**src/rtl/electr_config_deserializer.sv**
```systemverilog
// ---------------------------------------------------------------------------
// electr_config_deserializer
//
// Receives the electrode-configuration word as a serial MSB-first stream
// qualified by enable_config. The word is rebuilt in a shift register and
// presented on config_out with a one-cycle config_valid strobe. Frames that
// are too short or too long are dropped and flagged on frame_err and
// err_sticky.
//
// Ports
//   CLK            in   system clock, rising edge
//   RST_N          in   asynchronous active-low reset
//   serial_in      in   serial data, MSB first
//   enable_config  in   frame enable, one bit per cycle while high
//   err_clr        in   synchronous clear of err_sticky
//   config_out     out  last correctly received configuration word
//   config_valid   out  one-cycle pulse when config_out updates
//   frame_err      out  one-cycle pulse on a short or long frame
//   err_sticky     out  latched frame error, cleared by err_clr
//   rx_busy        out  high while a frame is being received
//   bit_count      out  bits captured in the current / most recent frame
//
// State table
//   S_IDLE     | waiting for enable_config to start a frame
//   S_RX_SHIFT | frame in progress, shifting bits in
// ---------------------------------------------------------------------------
module electr_config_deserializer #(
    parameter int N_ELECTRODES = 129,
    parameter int CNT_W        = 8
) (
    input  logic                    CLK,
    input  logic                    RST_N,
    input  logic                    serial_in,
    input  logic                    enable_config,
    input  logic                    err_clr,
    output logic [N_ELECTRODES-1:0] config_out,
    output logic                    config_valid,
    output logic                    frame_err,
    output logic                    err_sticky,
    output logic                    rx_busy,
    output logic [CNT_W-1:0]        bit_count
);

    localparam logic [0:0] S_IDLE     = 1'b0;
    localparam logic [0:0] S_RX_SHIFT = 1'b1;

    localparam logic [CNT_W-1:0] C_N     = CNT_W'(N_ELECTRODES);
    localparam logic [CNT_W-1:0] C_N_P1  = CNT_W'(N_ELECTRODES + 1);
    localparam logic [CNT_W-1:0] C_ONE   = CNT_W'(1);

    logic [0:0]              r_state;
    logic [N_ELECTRODES-1:0] r_shift;
    logic [N_ELECTRODES-1:0] r_config;
    logic                    r_config_valid;
    logic                    r_frame_err;
    logic                    r_err_sticky;
    logic [CNT_W-1:0]        r_bit_count;

    logic [N_ELECTRODES-1:0] w_shift_next;

    assign w_shift_next = {r_shift[N_ELECTRODES-2:0], serial_in};

    always_ff @(posedge CLK or negedge RST_N) begin
        if (!RST_N) begin
            r_state        <= S_IDLE;
            r_shift        <= '0;
            r_config       <= '0;
            r_config_valid <= 1'b0;
            r_frame_err    <= 1'b0;
            r_err_sticky   <= 1'b0;
            r_bit_count    <= '0;
        end else begin
            r_config_valid <= 1'b0;
            r_frame_err    <= 1'b0;

            // Clear first so a frame error later in this block takes priority.
            if (err_clr) begin
                r_err_sticky <= 1'b0;
            end

            case (r_state)
                S_IDLE: begin
                    if (enable_config) begin
                        r_shift     <= w_shift_next;
                        r_bit_count <= C_ONE;
                        r_state     <= S_RX_SHIFT;
                    end
                end

                S_RX_SHIFT: begin
                    if (enable_config) begin
                        if (r_bit_count < C_N) begin
                            r_shift     <= w_shift_next;
                            r_bit_count <= r_bit_count + C_ONE;
                        end else if (r_bit_count < C_N_P1) begin
                            // Long frame: keep the first N bits, count saturates at N+1.
                            r_bit_count <= r_bit_count + C_ONE;
                        end
                    end else begin
                        r_state <= S_IDLE;
                        if (r_bit_count == C_N) begin
                            r_config       <= r_shift;
                            r_config_valid <= 1'b1;
                        end else begin
                            r_frame_err  <= 1'b1;
                            r_err_sticky <= 1'b1;
                        end
                    end
                end

                default: begin
                    r_state <= S_IDLE;
                end
            endcase
        end
    end

    assign config_out   = r_config;
    assign config_valid = r_config_valid;
    assign frame_err    = r_frame_err;
    assign err_sticky   = r_err_sticky;
    assign rx_busy      = (r_state == S_RX_SHIFT);
    assign bit_count    = r_bit_count;

endmodule

```
**config.mk**
```make
export PLATFORM = sky130hd
export DESIGN_NAME = electr_config_deserializer
export DESIGN_NICKNAME = d
export VERILOG_FILES = /design/src/rtl/electr_config_deserializer.sv
export SDC_FILE = /design/constraint.sdc
export NUM_CORES = 1
export LEC_CHECK = 0
export CAP_MARGIN = 40
export CORE_MARGIN = 1.5
export CORE_UTILIZATION = 50
export DETAILED_ROUTE_END_ITERATION = 10
export GPL_ROUTABILITY_DRIVEN = 0
export MAX_ROUTING_LAYER = met4
export PLACE_DENSITY = 0.88
export REMOVE_ABC_BUFFERS = 1
export SYNTH_ARGS = -nofsm -noshare
export SYNTH_HDL_FRONTEND = slang
export SYNTH_SLANG_ARGS = --single-unit
export TNS_END_PERCENT = 50
```
**constraint.sdc**
```tcl
create_clock -name CLK -period 1.78 [get_ports CLK]
set_input_delay 0.534 -clock CLK [delete_from_list [all_inputs] [get_ports CLK]]
set_output_delay 0.534 -clock CLK [all_outputs]
set_load 0.05 [all_outputs]
```
==> summary.txt, run 1 <==
Final Max Tran Viols -> 0
FF+latch count, synth -> 270
Initial Utilization -> 51.36%
Via Count -> 5828
required time worst endpoint -> 2.18 ns
layout net count -> 834
asr flop ratio synth -> 100.0%
cells on worst reg2reg path -> 7
Worst R2R End -> config_out[84]
Core Rows -> 53
share of the synthesized area in the top cell type -> 62.00%
vias in the first global route -> 5876
maximum vdd ir drop -> 0.8074 mV
setup tns final -> -6.985 ns
startpoint types -> flop
Tcrit/Tclk final -> 105.2%
largest area contributor in the netlist -> dfrtp_1
CTS tree -> built
number of flops mapped to enable cells by yosys -> 0
delay of the slowest cell on the worst path -> 0.39 ns
GRT Resource Usage Total -> 17.89%
Mapped Area -> 10900 sq um
warnings from Yosys -> 0
Die W -> 150.6 um
largest net degree at the start of global routing -> 47
most instantiated cells after synthesis -> 270 x dfrtp_1, 113 x mux2_4, 110 x mux2_2, 36 x mux2_1, 14 x buf_6
Die Ht -> 150.6 um
Worst EP arrival -> 2.27 ns
remaining global-route overflow -> 0
ANT nets after route -> 0
endpoint class of the critical path -> flop
final hold vios -> 0
design area -> 14410 sq um
placed cell areas -> 12810 sq um
Setup crit end -> config_out[84]
worst-case clock skew -> 0.01472 ns
Clock Latency Late Sink -> 0.52 ns
worst min path class -> primary input to flop
area delta synth->final -> 32.19%
Lkg Pwr -> 7.473 nW
Final setup viols -> 125
Die ar. -> 22690 sq um
Cell variety after synth -> 41
Fillers -> 1371
Post-Synthesis Cells -> 615
DPL Wire Length -> 12.77 mm
Clk pin slew, worst setup/hold paths -> 0.06 ns
final setup margin -> -0.09286 ns
DRC Markers -> 0
post-layout min period -> 1.873 ns
RSZ-0062 raised after global routing -> true
Avg WL per Cell -> 19.69 um
clock root buffer master -> clkbuf_16
Placement Setup Slack -> -0.6210 ns
core area -> 21220 sq um
drt pass-1 iters -> 4
Synth area leaders -> dfrtp_1 62%, mux2_4 16%, mux2_2 11%
Worst R2R Setup Slack -> -0.09 ns
Post-synth top flop -> dfrtp_1
Ant. Diodes -> 0
Num CTS Buffers -> 27
status -> finished, violations left
global-route wire length before repair -> 31.24 mm
violated checks -> negative setup slack
Slew Limit Headroom -> 71.24%
Post-Route WL -> 21.95 mm
CTS Sinks -> 270
crit path launch -> bit_count[1]
Slowest-stage cell, CP -> dfrtp_1
FMAX -> 533.9 MHz
Initial DRC Count -> 204
I/O Buffers -> 145
CTS Buffer Depth -> 3
most common cell in the netlist -> dfrtp_1
cell area power density -> 1026 nW/um^2
Crit Path Category -> flop to flop
layout cells sized above 1 -> 59.17%
antenna violations before repair -> 0
worst-path fanout max -> 15
sequential element share of the synthesized area -> 62.00%
Vias per Instance -> 5.227
synthesized area per cell -> 17.72 sq um
cells along the critical path -> inv_2, ha_4, and4bb_1, nand3_4, clkinv_8, clkbuf_16, mux2_2
max-cap violations -> 0
H-tree Lvls -> 1
IO Pins -> 146
Reg-to-Reg Start -> bit_count[1]
Tightest Pin Transition -> 0.4253 ns
## layout make-up
| cell class | instances | area [sq um] | area share (%) |
|---|---|---|---|
| Tap cell | 275 | 344.1 | 2.388 |
| Sequential cell | 270 | 6760 | 46.93 |
| Clock inverter | 4 | 95.09 | 0.6601 |
| Timing Repair Buffer | 212 | 2547 | 17.68 |
| Multi-Input combinational cell | 309 | 3874 | 26.89 |
| Inverter | 6 | 35.03 | 0.2432 |
| Clock buffer | 39 | 750.7 | 5.211 |
## how the worst min path moves through the flow
stage                         startpoint        endpoint  slack, ns  cells after the start
final                      enable_config         rx_busy       0.24                      1
after global routing       enable_config         rx_busy       0.23                      1
after CTS                 config_out[78]  config_out[78]       0.49                      1
after detailed placement           RST_N     r_shift[32]       0.47                      1
after global placement             RST_N     r_shift[32]       0.47                      1
after floorplan                    RST_N    bit_count[0]       0.24                      0
## cells in the final DEF, fill, tap and decap left out, types with 3 or more instances in the layout
master     count
nand2b_1       4
mux2_1        17
inv_1          4
mux2_2        98
buf_8          5
buf_4        125
clkbuf_1       9
nand3_1        3
mux2_4       144
buf_6         18
bufinv_16      3
nand2_1        5
clkbuf_8       3
buf_16         5
dfrtp_1      267
dfrtp_2        3
buf_12        45
clkbuf_16     37
## what timing repair did
action,CTS,global route
pin swaps,0,5
cloned,1,16
setup endpoints to repair,189,266
endpoints found under the hold margin,34,0
resized for setup,19,66
buffers inserted,3,6
hold buffers,1,0
## kinds of logic (layout without fill, tap and decap cells)
family / count (synthesis) / count (layout) / share of synthesized area, %
fa+ha+maj: 3 / 3 / 0.3445
mux: 260 / 260 / 30.75
buf+inv: 36 / 261 / 3.949
compound gates: 19 / 19 / 1.297
simple gates: 27 / 27 / 1.665
flops: 270 / 270 / 62.00
## flip-flops by register name, indices dropped and copies added, names as in the netlist
name / flops
config_valid: 1
rx_busy: 1
config_out: 129
frame_err: 1
err_sticky: 1
r_shift: 129
bit_count: 8
## power breakdown
part / internal (W) / leakage (nW) / switching, W
Clock: 0.00332 / 0.411 / 0.00218
Combinational: 0.00134 / 3.36 / 0.00104
Sequential: 0.00656 / 3.70 / 0.000353
## stage by stage
step                      utilization (%)  total power (W)  instances  hold slack, ns
final                               67.89          0.01478       1115          0.2430
after global routing                67.89          0.01536       1115          0.2340
after CTS                           64.98          0.01451       1093          0.4937
after detailed placement            60.36         0.008931       1045          0.4737
after global placement              60.36         0.008854       1045          0.4698
after floorplan                         -         0.008134        585          0.2384
## layer usage
metal | wire [um] | up-vias | global-route usage, % | share of wire, %
met1 | 9941 | 3048 | 23.99 | 45
li1 | - | 2608 | - | -
met3 | 1159 | 29 | 3.939 | 5.3
met2 | 10520 | 143 | 28.19 | 48
met5 | 0 | - | - | 0
met4 | 331 | 0 | 3.883 | 1.5
## worst max-delay path, delay by kind of cell, from the launching register on
family                     cells  cell delay (ns)
adders and majority gates      1             0.12
buffers and inverters          3             0.44
DFF                            1             0.39
muxes                          1             0.34
and+or+nand+nor                2             0.46
Power figures use the tool's default switching activity.
==> inputs of run 2 (changes only) <==
- PLACE_DENSITY: 0.88 -> 0.77
==> run 2 against run 1 <==
Cell area rose by 2.2%. The run still ends with negative setup slack left. Clock power up 3%. Sequential cell count unchanged. Critical path depth is the same. Critical path type unchanged. Register-to-register slack improved by 0.06 ns. First-iteration DRC count down 17%. Utilization increased by 1.5 points. Via count decreased by 1.1%. Total power down 0.10%. Wire length up 0.13%. Largest power group unchanged.
==> summary.txt, run 2 (synthesized netlist as in run 1, its figures left out) <==
Lkg Pwr -> 7.515 nW (+0.55%)
Met1 Wirelength -> 9.208 mm (-7.4%)
final hold vios -> 0 (unchanged)
violated checks -> negative setup slack
worst-path fanout max -> 8 (-7)
Crit Path Category -> flop to flop
Core Rows -> 53 (unchanged)
Post-Route WL -> 21.98 mm (+0.13%)
core area -> 21220 sq um (unchanged)
Avg WL per Cell -> 19.66 um (-0.14%)
Tcrit/Tclk final -> 101.9% (-3.4 points)
required time worst endpoint -> 2.18 ns (about the same)
Fillers -> 1337 (-2.5%)
Clk pin slew, worst setup/hold paths -> 0.06 ns (about the same)
CTS Sinks -> 270 (unchanged)
I/O Buffers -> 145 (unchanged)
CTS tree -> built
worst min path class -> primary input to flop
remaining global-route overflow -> 0 (unchanged)
Final Max Tran Viols -> 0 (unchanged)
Comb pwr share -> 14.8% (-1.3 points)
DR top layer -> met4
Initial Utilization -> 51.36% (unchanged)
worst-case clock skew -> 0.009524 ns (-0.005193 ns)
status -> finished, violations left
max-cap violations -> 0 (unchanged)
drt pass-1 iters -> 4 (unchanged)
vias in the first global route -> 6247 (+6.3%)
final setup margin -> -0.03307 ns (+0.05979 ns)
clock root buffer master -> clkbuf_16
most common cell after layout, fill and taps aside -> dfrtp_1
Die Ht -> 150.6 um (unchanged)
routed wl met2 -> 11.60 mm (+10%)
antenna violations before repair -> 0 (unchanged)
Vias per Instance -> 5.157 (-1.3%)
Net Sw Power -> 0.003574 W (+0.28%)
GRT Resource Usage Total -> 19.44% (+1.6 points)
DRC Markers -> 0 (unchanged)
DPL Wire Length -> 14.11 mm (+11%)
Worst EP arrival -> 2.22 ns (-0.05 ns)
Ant. Diodes -> 0 (unchanged)
layout net count -> 831 (-0.36%)
Tightest Pin Transition -> 0.4693 ns (+0.04401 ns)
ANT nets after route -> 0 (unchanged)
area delta synth->final -> 35.09%
RSZ-0062 raised after global routing -> true
Die W -> 150.6 um (unchanged)
P_int -> 0.01119 W (-0.22%)
Die ar. -> 22690 sq um (unchanged)
Final setup viols -> 91 (-27%)
Via Count -> 5765 (-1.1%)
Slew Limit Headroom -> 68.71% (-2.5 points)
startpoint types -> flop
cell area power density -> 1003 nW/um^2 (-2.2%)
WL met3 -> 806 um (-30%)
layout cells sized above 1 -> 60.02% (+0.86 points)
sequential share of power -> 46.9% (about the same)
post-layout min period -> 1.813 ns (-0.05979 ns)
endpoint class of the critical path -> flop
global-route wire length before repair -> 33.67 mm (+7.8%)
clock share of power -> 38.3% (+1.1 points)
Num CTS Buffers -> 27 (unchanged)
Clock Latency Late Sink -> 0.52 ns (about the same)
maximum vdd ir drop -> 0.6362 mV (-21%)
setup tns final -> -1.251 ns (+5.734 ns)
H-tree Lvls -> 1 (unchanged)
switching fraction of total power -> 24.21% (+0.093 points)
Initial DRC Count -> 169 (-17%)
most frequent cells in the layout -> 268 x dfrtp_1, 155 x mux2_4, 105 x buf_4
FMAX -> 551.6 MHz (+3.3%)
largest net degree at the start of global routing -> 60 (+28%)
CTS Buffer Depth -> 3 (unchanged)
Final Util -> 69.38% (+1.5 points)
IO Pins -> 146 (unchanged)
## run 2: cell types whose count changed in the layout (fill, tap and decap cells not counted), sizes merged
| cell | previous run | this run |
|---|---|---|
| clkbuf | 49 | 46 |
| inv | 5 | 6 |
| clkinv | 2 | 5 |
| bufinv | 3 | 2 |
| dlymetal6s2s | 1 | 0 |
| clkinvlp | 0 | 1 |
| dlygate4sd2 | 0 | 1 |
| buf | 198 | 200 |
## run 2: path summary, 6_finish.rpt
path                                start              to  slack (ns)  cells past startpoint
setup / recovery             bit_count[1]  config_out[64]       -0.03                      7
max in group asynchronous           RST_N     r_shift[11]        0.65                      3
hold reg to reg            config_out[92]  config_out[92]        0.48                      1
min in group asynchronous           RST_N   config_out[9]        0.53                      2
hold / removal              enable_config         rx_busy        0.41                      1
setup reg to reg             bit_count[1]  config_out[64]       -0.03                      7
## run 2: critical path, stage by stage (launching register included)
cell and delay, ns:
dfrtp_1 0.40, inv_2 0.09, ha_4 0.12, and4bb_1 0.26, nand3_4 0.17, clkinv_8 0.15, clkbuf_16 0.18, mux2_2 0.33
## run 2: repair_timing
action | 4_1_cts | 5_1_grt
endpoints found under the hold margin | 44 | 0
hold buffers | 1 | 0
cloned | 3 | 6
resized for setup | 27 | 58
endpoints found under the setup margin | 259 | 199
pin swaps | 3 | 3
buffers inserted | 4 | 1
## run 2: routing by layer
metal,vias up,track usage (%)
li1,2603,-
met1,3011,24.36
met2,121,33.26
met3,30,2.818
met4,0,5.097
met5,-,-
## run 2: stage by stage
step	cells	hold WS, ns	setup slack [ns]	total power, W	instance area (sq um)
floorplan	585	0.2384	-2.567	0.008134	10490
finish	1118	0.4062	-0.03307	0.01476	14720
global route	1118	0.4032	-0.08867	0.01535	14720
CTS	1112	0.3760	-0.03466	0.01487	14380
global placement	1055	0.4735	-0.6428	0.008877	13260
detailed placement	1055	0.4774	-0.7409	0.009011	13260
## run 2: power by group through the flow
stage          clock network, W  registers (W)  logic (W)
2_1_floorplan                 0        0.00707    0.00107
4_1_cts                 0.00577        0.00691    0.00219
6_report                0.00565        0.00693    0.00219
3_5_place_dp                  0        0.00700    0.00201
5_1_grt                 0.00605        0.00697    0.00233
3_3_place_gp                  0        0.00696    0.00192
## run 2: area by class of cell
class	instances	area (sq um)	area share (%)
multi-input combinational	309	3908	26.54
clock inverter	8	96.34	0.6544
inverter	6	35.03	0.2380
sequential	270	6759	45.91
timing repair buffer	209	2771	18.83
clock buffer	41	808.3	5.490
tap	275	344.1	2.337
